`src/rtl/run_ctrl.sv`:
```
// Run controller: holds the core in reset until start, runs it to a halt PC or cycle budget,
// and hands data memory to an external host whenever the core is not running.
module run_ctrl #(
  parameter int unsigned         DATA_W     = 32,
  parameter int unsigned         ADDR_W     = 32,
  parameter logic [ADDR_W-1:0]   HALT_PC    = 32'h0000_00FC,
  parameter int unsigned         DRAIN_CYC  = 4,
  parameter int unsigned         MAX_CYCLES = 100000
) (
  input  logic              clk,
  input  logic              reset,
  input  logic              start,
  output logic              cpu_reset,
  input  logic [ADDR_W-1:0] cpu_pc,
  input  logic              cpu_memwrite,
  input  logic [ADDR_W-1:0] cpu_adr,
  input  logic [DATA_W-1:0] cpu_wdata,
  output logic [DATA_W-1:0] cpu_rdata,
  input  logic              flag_zero_in,
  input  logic              ext_we,
  input  logic [ADDR_W-1:0] ext_addr,
  input  logic [DATA_W-1:0] ext_wdata,
  output logic [DATA_W-1:0] ext_rdata,
  output logic              mem_we,
  output logic [ADDR_W-1:0] mem_adr,
  output logic [DATA_W-1:0] mem_wdata,
  input  logic [DATA_W-1:0] mem_rdata,
  output logic              busy,
  output logic              done,
  output logic              timeout,
  output logic              flag_zero,
  output logic [31:0]       cycle_count
);

  localparam int unsigned DrainW    = (DRAIN_CYC > 1) ? $clog2(DRAIN_CYC) : 1;
  localparam logic [31:0] LastCycle = 32'(MAX_CYCLES - 1);

  typedef enum logic [2:0] {
    StIdle,
    StClear,
    StRun,
    StDrain,
    StDone
  } state_e;

  state_e              state_q, state_d;
  logic [31:0]         cycle_q, cycle_d;
  logic [DrainW-1:0]   drain_q, drain_d;
  logic                timeout_q, timeout_d;
  logic                flag_zero_q, flag_zero_d;
  logic                core_owns_mem;

  always_ff @(posedge clk) begin
    if (reset) begin
      state_q     <= StIdle;
      cycle_q     <= '0;
      drain_q     <= '0;
      timeout_q   <= 1'b0;
      flag_zero_q <= 1'b0;
    end else begin
      state_q     <= state_d;
      cycle_q     <= cycle_d;
      drain_q     <= drain_d;
      timeout_q   <= timeout_d;
      flag_zero_q <= flag_zero_d;
    end
  end

  always_comb begin
    state_d     = state_q;
    cycle_d     = cycle_q;
    drain_d     = drain_q;
    timeout_d   = timeout_q;
    flag_zero_d = flag_zero_q;

    unique case (state_q)
      StIdle: begin
        if (start) state_d = StClear;
      end
      StClear: begin
        state_d = StRun;
        cycle_d = '0;
      end
      StRun: begin
        cycle_d = cycle_q + 32'd1;
        // Halt takes priority over an expiring budget in the same cycle.
        if (cpu_pc == HALT_PC) begin
          state_d = StDrain;
          drain_d = DrainW'(DRAIN_CYC - 1);
        end else if (cycle_q == LastCycle) begin
          state_d     = StDone;
          timeout_d   = 1'b1;
          flag_zero_d = flag_zero_in;
        end
      end
      StDrain: begin
        if (drain_q == '0) begin
          state_d     = StDone;
          flag_zero_d = flag_zero_in;
        end else begin
          drain_d = drain_q - DrainW'(1);
        end
      end
      StDone: begin
        if (start) begin
          state_d     = StClear;
          timeout_d   = 1'b0;
          flag_zero_d = 1'b0;
        end
      end
      default: state_d = StIdle;
    endcase
  end

  assign core_owns_mem = (state_q == StRun) || (state_q == StDrain);

  always_comb begin
    cpu_reset = ~core_owns_mem;
    busy      = (state_q == StClear) || core_owns_mem;
    done      = (state_q == StDone);
    if (core_owns_mem) begin
      mem_we    = cpu_memwrite;
      mem_adr   = cpu_adr;
      mem_wdata = cpu_wdata;
      cpu_rdata = mem_rdata;
      ext_rdata = '0;
    end else begin
      mem_we    = ext_we;
      mem_adr   = ext_addr;
      mem_wdata = ext_wdata;
      cpu_rdata = '0;
      ext_rdata = mem_rdata;
    end
  end

  assign timeout     = timeout_q;
  assign flag_zero   = flag_zero_q;
  assign cycle_count = cycle_q;

endmodule

```
`config.mk`:
```
export PLATFORM = sky130hd
export DESIGN_NAME = run_ctrl
export DESIGN_NICKNAME = d
export VERILOG_FILES = /design/src/rtl/run_ctrl.sv
export SDC_FILE = /design/constraint.sdc
export NUM_CORES = 1
export LEC_CHECK = 0
export BUFFER_PORTS_ARGS = -buffer_cell sky130_fd_sc_hd__buf_2
export CORE_AREA = 2 2 143 145
export CTS_CLUSTER_DIAMETER = 120
export DETAILED_ROUTE_END_ITERATION = 16
export DIE_AREA = 0 0 145 147
export GPL_TIMING_DRIVEN = 0
export SETUP_SLACK_MARGIN = 0.3
export SKIP_CTS_REPAIR_TIMING = 1
export SLEW_MARGIN = 20
export SYNTH_ARGS = -nofsm -noshare
export SYNTH_HDL_FRONTEND = slang
export SYNTH_SLANG_ARGS = --single-unit
```
`constraint.sdc`:
```
create_clock -name clk -period 2.25 [get_ports clk]
set_input_delay 0.45 -clock clk [delete_from_list [all_inputs] [get_ports clk]]
set_output_delay 0.45 -clock clk [all_outputs]
set_load 0.05 [all_outputs]
```
==> run summary, run 1 <==
Status = complete, no violations
Die width = 145 µm
Hold slack = 0.482 ns
Worst VDD drop = 283 µV
Synth async-reset ratio = 0
Yosys top cell by area = nand2_1
GRT overflow = 0
Worst EP arrival = 1.79 ns
Worst path bufs/invs = 6
Syn_nets = 771
Mapped Avg Cell Area = 6.05 µm²
Routed length per placed instance = 18.8 µm
Synth Register Bits = 39
Setup ws final = 0.0113 ns
Inst Count DP = 1203
Synth cell types = 54
Routed Antenna Nets = 0
Max Cap Viol = 0
Starting DRT DRC Count = 239
Nets@finish = 1159
Hold_sp = drain_q[1]
Synth area leaders = nand2_1 (24%), dfxtp_1 (23%), and2_1 (12%)
Clock tree buffer depth = 2
Slew @ Worst Pin = 0.557 ns
GRT Total Usage = 0.176
Final std cells w/o fill = 1236
CTS tree = yes
Layout cell share with drive strength beyond 1 = 0.650
Initial antenna violation count = 8
Row count = 52
Pwr/cell area = 436 nW/µm²
Post-synth EDFFs = 0
Mapped cell area = 3460 µm²
WS Path Type = reg -> out
Critical path capture point type = output pin
Leak = 3.96 nW
Worst skew pair latency = 0.28 ns
Slowest-stage cell, CP = dfxtp_4
Seq/Total Area, Yosys = 0.226
Worst Setup SP = state_q[1]
Die area = 21300 µm²
Detailed Routing Iterations Pass 1 = 5
Vias in the first global route = 4943
Synth top area share = 0.237
Delay-heaviest family, CP = buffers and inverters
CTS clk-pin slew, worst paths = 0.06 ns
Minimum clock period = 2.24 ns
Setup_tns = 0 ns
Routed vias/inst = 4.61
Hold Path Depth = 1
CTS Sinks = 39
Flop-to-flop setup slack = 0.31 ns
Crit share post-route = 0.995
DIE HEIGHT = 147 µm
CTS root buf = clkbuf_16
Post-DP HPWL = 17100 µm
Worst r2r src = cycle_count[4]
Max-slew violation count = 0
IO Port Bufs = 362
Skew final = 0.00712 ns
Layout fillers = 1897
First-pass GRT wire length = 29200 µm
Routability cong. = 0.897
Cells after synthesis = 571
R2R depth = 7
Yosys warning count = 0
Drt drc = 0
Vias = 5699
CTS H-tree lvls = 2
Crit-path max FO = 7
Worst path depth = 9
Main flop type after synthesis = dfxtp_1
Final hold violations = 0
Crit path required time = 1.80 ns
Pin count of the biggest net entering global routing = 12
Effective utilization at floorplan = 0.174
Endpoints failing setup = 0
Pre-CTS WS = -0.378 ns
Hold WC Path Type = reg -> reg
Critical path launch point type = flop
Final wirelength = 23300 µm
Syn-to-layout area delta = 144%
Critical path cell sequence = nor2b_4 -> buf_6 -> clkinvlp_4 -> buf_12 -> buf_12 -> clkbuf_16 -> nand2_4 -> nand2_4 -> buf_8
Fmax = 447 MHz
Final Power = 3.68 mW
RSZ-0062 raised after global routing = yes
CP max stage delay = 0.34 ns
Slew headroom = 0.629
Core ar. = 19800 µm²
I/O pins = 364
Num CTS Buffers = 5
## cell type report
class                   instances  area (µm²)  share of cell area
diodes                          6        15.0             0.00178
plain buffers                  39         379              0.0450
clock buffers                   7         133              0.0158
clock inverters                 1        5.00            0.000594
inverters                       8        33.8             0.00401
multi-input cells             485        3450               0.410
flip-flops and latches         39         828              0.0984
well taps                     270         338              0.0401
repair buffers                381        3230               0.384
## per-layer routing
metal	track usage	vias up	part of all wire
li1	-	2704	-
met1	0.231	2657	0.40
met2	0.257	295	0.45
met3	0.0929	41	0.12
met4	0.0337	2	0.025
met5	0	-	0.00034
## sequential cells by signal, summed over array words and instances, names as in the netlist
| register | count |
|---|---|
| cycle_count | 32 |
| state_q | 3 |
| drain_q | 2 |
| flag_zero | 1 |
| timeout | 1 |
## through the flow
step           area [µm²]  utilization
2_1_floorplan        3720            -
3_3_place_gp         5870        0.296
3_5_place_dp         5870        0.296
4_1_cts              6010        0.303
5_1_grt              8410        0.424
6_report             8420        0.424
## kinds of logic (layout without fill, tap and decap cells)
logic type,Yosys count,after routing,synth area share
compound gates,72,72,0.136
xor+xnor,4,4,0.0101
fa+ha+maj,2,2,0.00724
buf+inv,47,436,0.0543
flops,39,39,0.226
mux,2,2,0.00724
other cells,0,6,0
simple gates,405,405,0.559
## worst paths after layout
| check | endpoint |
|---|---|
| hold reg to reg | drain_q[1] |
| setup / recovery | mem_adr[4] |
| setup reg to reg | cycle_count[28] |
| hold / removal | drain_q[1] |
## cells in the mapped netlist (2+ instances only)
cell	count
a31oi_1	5
xor2_1	3
nand3_1	21
nand2_1	218
and2_1	66
nor3_1	6
a21oi_1	19
nor4b_1	3
ha_1	2
o41ai_1	2
or4_1	4
a211oi_1	2
o21ai_1	2
buf_2	5
inv_1	8
clkbuf_1	32
o211ai_1	3
nand4_1	13
and3_1	3
nand2b_1	2
nor2b_1	3
nor4_1	10
or3_1	8
nand3b_1	3
o31ai_1	2
a22oi_1	2
nor2_1	35
o31a_1	2
o21ai_0	17
dfxtp_1	39
a311oi_1	5
o311ai_0	4
## power by group
group	internal (mW)	total [mW]	leakage [nW]	switching [mW]
Clock	0.410	0.699	0.0679	0.289
Combinational	0.930	2.29	3.56	1.36
Sequential	0.686	0.691	0.327	0.00500
## cell usage in the layout, fill, tap and decap left out, drive strengths merged, types with 3 or more instances in the layout
cell	instances
a311oi	5
or3	8
and2	66
nor4	12
nor2	35
diode	6
o211ai	3
dfxtp	39
nand2	218
a31oi	5
o21ai	19
nand4	14
xor2	3
nand3b	3
nor2b	3
inv	7
nor3	6
and3	3
nor4b	3
a21oi	19
o311ai	4
clkbuf	28
or4	4
nand3	23
buf	399
a211oi	3
## worst register-to-register path: stages, from the launching register on
cell	delay, ns
dfxtp_4	0.34
buf_6	0.12
nand4_1	0.21
nor4_4	0.34
buf_6	0.17
nand3_4	0.10
or4_1	0.49
nand3_1	0.09
No activity file was read; power rests on OpenSTA's default activity.
==> run 2, diff against run 1 <==
Settings changed: ABC_AREA from default to 1.
==> run 2 against run 1 <==
Net effect: critical path depth is 1 lower; design area is 14% lower; synthesized cell count is 33% higher; synthesized area is 12% higher; sequential power is 7.8% higher; worst setup slack better by 0.15 ns; largest power group unchanged; highest routed layer unchanged; final cell count is 15% higher; hold slack worse by 0.044 ns; total power is 62% higher; routed wire length is 12% higher; largest cell class is now multi-input gates; utilization is 5.8 points lower.
==> run summary, run 2 <==
Status = complete, no violations
Clock tree buffer depth = 2 (unchanged)
Slew @ Worst Pin = 0.662 ns (+0.105 ns)
Synth area leaders = nand2_1 (30%), dfxtp_1 (20%), nor2_1 (12%)
Effective utilization at floorplan = 0.195 (+0.0206)
Setup_tns = 0 ns (unchanged)
Worst skew pair latency = 0.28 ns (about the same)
GRT Total Usage = 0.226 (+0.0497)
Flop pwr share = 0.125 (-0.063)
Row count = 52 (unchanged)
Die area = 21300 µm² (unchanged)
Detailed Routing Iterations Pass 1 = 5 (unchanged)
Layout fillers = 2195 (+16%)
Largest register FFs = 32 (unchanged)
Crit path required time = 1.80 ns (about the same)
CTS Sinks = 39 (unchanged)
Mapped cell area = 3860 µm² (+12%)
Final std cells w/o fill = 1417 (+15%)
Final hold violations = 0 (unchanged)
RSZ-0062 raised after global routing = yes
Minimum clock period = 2.09 ns (-0.153 ns)
CTS H-tree lvls = 2 (unchanged)
Hold slack = 0.437 ns (-0.0442 ns)
Critical path capture point type = output pin
Synth async-reset ratio = 0 (unchanged)
Initial antenna violation count = 23 (+15)
Net Switching = 3.37 mW (+100%)
Max Cap Viol = 0 (unchanged)
Routability cong. = 0.957 (+6.7%)
First-pass GRT wire length = 35700 µm (+22%)
Yosys top cell by area = nand2_1
Sw frac = 0.568 (+0.119)
Hold WC Path Type = reg -> reg
Crit share post-route = 0.927 (-0.0681)
Skew final = 0.00529 ns (-0.00183 ns)
Most common cell after layout, fill and taps aside = nand2_1
Routed Antenna Nets = 0 (unchanged)
Cells after synthesis = 760 (+33%)
GRT overflow = 0 (unchanged)
CTS root buf = clkbuf_16
Vias in the first global route = 5602 (+13%)
Seq/Total Area, Yosys = 0.202 (-0.0239)
Starting DRT DRC Count = 408 (+71%)
Routed vias/inst = 4.48 (-2.9%)
Int Pwr = 2.57 mW (+27%)
DIE HEIGHT = 147 µm (unchanged)
Nets@finish = 1336 (+15%)
WS Path Type = reg -> out
Yosys warning count = 0 (unchanged)
I/O pins = 364 (unchanged)
Most common cell in the netlist = nand2_1
Logic pwr share = 0.733 (+0.111)
Routed length per placed instance = 18.4 µm (-2.1%)
CTS tree = yes
Post-DP HPWL = 22100 µm (+29%)
Max-slew violation count = 0 (unchanged)
Vias = 6347 (+11%)
Drt drc = 0 (unchanged)
Critical path cell sequence = inv_4 -> nor2_4 -> buf_12 -> buf_8 -> clkbuf_16 -> nand2_1 -> nand2_2 -> buf_6
Fmax = 480 MHz (+7.4%)
Layout cell share with drive strength beyond 1 = 0.459 (-0.191)
IO Port Bufs = 362 (unchanged)
Syn-to-layout area delta = 88.0%
Main flop type after synthesis = dfxtp_1
Synth top area share = 0.297 (+0.0605)
Pin count of the biggest net entering global routing = 13 (+1)
Num CTS Buffers = 5 (unchanged)
Critical path launch point type = flop
Die width = 145 µm (unchanged)
Syn_nets = 960 (+25%)
Worst VDD drop = 508 µV (+80%)
Synth cell types = 38 (-30%)
Synth Register Bits = 39 (unchanged)
CP max stage delay = 0.35 ns (about the same)
Final wirelength = 26100 µm (+12%)
Leak = 3.84 nW (-2.9%)
Slew headroom = 0.559 (-0.0698)
Post-synth EDFFs = 0 (unchanged)
Endpoints failing setup = 0 (unchanged)
Pwr/cell area = 818 nW/µm² (+87%)
Mapped Avg Cell Area = 5.08 µm² (-16%)
CTS clk-pin slew, worst paths = 0.06 ns (about the same)
Core ar. = 19800 µm² (unchanged)
Clock power share = 0.142 (-0.048)
Slowest-stage cell, CP = dfxtp_2
Crit-path max FO = 5 (-2)
Synth cell count leaders = nand2_1 (306), nor2_1 (120), inv_1 (102)
Inst Count DP = 1392 (+16%)
Worst EP arrival = 1.64 ns (-0.15 ns)
Commonest non-fill, non-tap cells in the layout = nand2_1 (283), buf_2 (272), inv_1 (101), nor2_1 (58), nor2_2 (51)
==> run 2: cell types whose count changed after synthesis, sizes merged, moves of 6 or more <==
cell / before / now
a21oi: 19 / 34
nand3: 23 / 29
and2: 66 / 3
buf: 6 / 17
nor2: 35 / 127
clkbuf: 33 / 15
inv: 8 / 110
nor3: 6 / 17
nand2: 218 / 311
nor4: 12 / 1
or3: 8 / 0
==> run 2: power groups by stage <==
stage	clock network, mW	registers (mW)	logic (mW)
after floorplan	0	0.802	2.48
after global placement	0	0.753	3.59
after detailed placement	0	0.754	3.59
after CTS	0.850	0.738	3.61
after global routing	0.894	0.747	4.57
final	0.844	0.745	4.35
==> run 2: cell families (layout without fill, tap and decap cells) <==
family                   count (synthesis)  in the layout  synth area share
AO/OA/AOI/OAI                           69             69             0.102
flip-flops                              39             39             0.202
adder cells (fa/ha/maj)                  2              2           0.00648
AND/OR/NAND/NOR                        508            508             0.548
other                                    0             10                 0
buffers and inverters                  142            519             0.142
==> run 2: metal layers <==
layer	GRT usage	up-vias	share of wire	routed length, µm
li1	-	3096	-	-
met1	0.299	2860	0.43	11200
met2	0.292	335	0.38	9890
met3	0.168	44	0.18	4580
met4	0.0376	12	0.014	363
met5	0	-	0.0029	77
==> run 2: area by class of cell <==
cell class	count	area (µm²)	area share
Multi-Input combinational cell	579	2850	0.392
Timing Repair Buffer	369	2370	0.326
Sequential cell	39	783	0.108
Inverter	110	428	0.0589
Tap cell	270	338	0.0465
Buffer	32	299	0.0412
Clock buffer	6	139	0.0191
Clock inverter	2	35.0	0.00482
Antenna cell	10	25.0	0.00345
==> run 2: worst paths after layout <==
kind | from | end | slack (ns) | cells after the start
setup / recovery | state_q[1] | mem_wdata[20] | 0.16 | 8
hold / removal | timeout | timeout | 0.44 | 2
setup reg to reg | cycle_count[0] | cycle_count[24] | 0.43 | 8
hold reg to reg | timeout | timeout | 0.44 | 2
==> run 2: worst max-delay path, delay by kind of cell, from the launching register on <==
kind | cells | cell delay [ns]
AND/OR/NAND/NOR | 3 | 0.35
flip-flops | 1 | 0.35
buffers and inverters | 5 | 0.63
==> run 2: through the flow <==
stage | total power [mW] | utilization | cell area [µm²] | setup slack, ns
finish | 5.94 | 0.366 | 7260 | 0.165
global route | 6.21 | 0.365 | 7240 | 0.108
CTS | 5.19 | 0.320 | 6350 | -0.316
detailed placement | 4.35 | 0.311 | 6170 | -0.00657
global placement | 4.34 | 0.311 | 6170 | -0.0147
floorplan | 3.28 | - | 4020 | 0.0906
==> run 3, diff against run 2 <==
Settings changed: CELL_PAD_IN_SITES_DETAIL_PLACEMENT from default to 1, CELL_PAD_IN_SITES_GLOBAL_PLACEMENT from default to 2, CORE_AREA 2 2 143 145 to default, CORE_ASPECT_RATIO from default to 1.2, CORE_UTILIZATION from default to 16, DIE_AREA 0 0 145 147 to default, PLACE_DENSITY_LB_ADDON from default to 0.1.
Clock period 2.25 ns to 2.6 ns, I/O delays scaled along.
==> run 3 against run 2 <==
Net effect: first-iteration DRC count shrank 60%; total power shrank 25%; via count shrank 6.6%; register-to-register slack gained 0.14 ns; utilization shrank 8.6 points; sequential share of layout area grew 1.2 points; worst setup slack gained 0.23 ns; non-clock buffer count shrank 5; critical endpoint is now ext_rdata[14]; largest power group unchanged.
==> run summary, run 3 (synthesis results as in run 2) <==
Status = complete, no violations
CTS clk-pin slew, worst paths = 0.06 ns (about the same)
CP dominant cell by count = clkbuf_4
Most common cell after layout, fill and taps aside = nand2_1
Hold Path Depth = 2 (unchanged)
RSZ-0062 raised after global routing = yes
First-pass GRT wire length = 35800 µm (+0.21%)
Critical path capture point type = output pin
Row count = 61 (+17%)
Max Cap Viol = 0 (unchanged)
Layout fillers = 3222 (+47%)
WS Path Type = reg -> out
Max-slew violation count = 0 (unchanged)
Slowest-stage cell, CP = dfxtp_1
Crit-path max FO = 10 (+5)
CTS root buf = clkbuf_16
Slew @ Worst Pin = 0.799 ns (+0.137 ns)
Multi-input gate area = 2560 µm² (-9.9%)
Minimum clock period = 2.21 ns
Inst Count DP = 1437 (+3.2%)
Post-route cell area = 6550 µm² (-9.8%)
Die area = 24800 µm² (+16%)
Placed cell area = 6070 µm² (-1.7%)
Clock power share = 0.140 (-0.002)
Reg area = 782 µm² (-0.16%)
Worst skew pair latency = 0.29 ns (about the same)
Worst VDD drop = 263 µV (-48%)
Worst EP arrival = 1.69 ns (+0.05 ns)
Skew final = 0.00402 ns (-0.00127 ns)
Effective utilization at floorplan = 0.165 (-0.0298)
Clock tree buffer depth = 2 (unchanged)
Slew headroom = 0.462 (-0.0965)
Hold slack = 0.441 ns (+0.00397 ns)
CTS tree = yes
Final hold violations = 0 (unchanged)
Worst r2r src = cycle_count[9]
Int Pwr = 1.77 mW (-31%)
Crit path required time = 2.08 ns (+0.28 ns)
Endpoints failing setup = 0 (unchanged)
Drt drc = 0 (unchanged)
Net Switching = 2.69 mW (-20%)
Crit Reg-Reg Endpoint = cycle_count[27]
Pre-CTS WS = 0.170 ns (+0.176 ns)
Critical path launch point type = flop
CTS H-tree lvls = 2 (unchanged)
Flop pwr share = 0.144 (+0.019)
CTS Sinks = 39 (unchanged)
Routability cong. = 0.770 (-20%)
Pin count of the biggest net entering global routing = 12 (-1)
GRT Total Usage = 0.196 (-0.0301)
DIE HEIGHT = 172 µm (+17%)
Commonest non-fill, non-tap cells in the layout = nand2_1 (306), buf_2 (305), nor2_1 (110), inv_1 (102), clkbuf_4 (46)
Initial antenna violation count = 7 (-70%)
Setup ws final = 0.392 ns (+0.227 ns)
Vias in the first global route = 5914 (+5.6%)
Num CTS Buffers = 5 (unchanged)
Crit share post-route = 0.849
Final Power = 4.46 mW (-25%)
Hold-critical path endpoint = timeout
Layout cell share with drive strength beyond 1 = 0.387 (-0.0722)
Fmax = 453 MHz
Detailed Routing Iterations Pass 1 = 4 (-1)
Routed vias/inst = 4.08 (-8.8%)
Hold_sp = timeout
Routed Antenna Nets = 0 (unchanged)
Hold WC Path Type = reg -> reg
Post-DP HPWL = 21800 µm (-1.5%)
Die width = 144 µm (-0.79%)
Leak = 3.65 nW (-5.1%)
GRT overflow = 0 (unchanged)
Pwr/cell area = 680 nW/µm² (-17%)
Critical path cell sequence = inv_1 -> nor2_4 -> buf_6 -> clkbuf_4 -> clkbuf_4 -> nor2_1 -> buf_2
Routed length per placed instance = 17.5 µm (-5.4%)
I/O pins = 364 (unchanged)
IO Port Bufs = 362 (unchanged)
Logic pwr share = 0.715 (-0.018)
CP max stage delay = 0.31 ns (-0.04 ns)
Flop-to-flop setup slack = 0.57 ns (+0.14 ns)
Vias = 5926 (-6.6%)
Starting DRT DRC Count = 163 (-60%)
Final wirelength = 25300 µm (-3.1%)
Final std cells w/o fill = 1451 (+2.4%)
Syn-to-layout area delta = 69.6%
Core ar. = 23400 µm² (+18%)
R2R depth = 8 (unchanged)
Sw frac = 0.603 (+0.0347)
Largest register FFs = 32 (unchanged)
Nets@finish = 1331 (-0.37%)
-- run 3: final cells by class --
type	count	share of cell area
inverters	110	0.0634
clock buffers	7	0.0202
diodes	4	0.00153
clock inverters	1	0.000764
flip-flops and latches	39	0.119
repair buffers	364	0.312
multi-input cells	579	0.392
well taps	315	0.0602
plain buffers	32	0.0307
-- run 3: worst max-delay path: cells and delay by family, from the launching register on --
| family | cells | cell delay (ns) |
|---|---|---|
| buffers and inverters | 5 | 0.92 |
| DFF | 1 | 0.31 |
| and+or+nand+nor | 2 | 0.16 |
-- run 3: per-stage QoR --
| step | TNS [ns] | util |
|---|---|---|
| 2_1_floorplan | 0 | - |
| 3_3_place_gp | 0 | 0.259 |
| 3_5_place_dp | 0 | 0.259 |
| 4_1_cts | -4.78 | 0.265 |
| 5_1_grt | 0 | 0.279 |
| 6_report | 0 | 0.280 |
-- run 3: worst max-delay path by stage --
stage,startpoint,cells after the start,end
global route,state_q[1],7,cpu_rdata[23]
floorplan,state_q[1],6,cpu_rdata[23]
global placement,state_q[2],7,mem_adr[18]
CTS,state_q[2],7,mem_adr[18]
finish,state_q[1],7,ext_rdata[14]
detailed placement,state_q[2],7,mem_adr[18]
-- run 3: per-layer routing --
layer  routed length, µm  track usage  vias up
li1                    -            -     3066
met1                9300        0.200     2666
met2               13700        0.387      167
met3                1890       0.0518       21
met4                 435       0.0453        6
met5                  37            0        -
-- run 3: power groups by stage --
stage	combinational [mW]	sequential, mW	clock, mW
floorplan	2.07	0.694	0
CTS	3.03	0.642	0.659
global placement	3.03	0.654	0
global route	3.40	0.647	0.671
detailed placement	3.02	0.655	0
finish	3.19	0.644	0.625
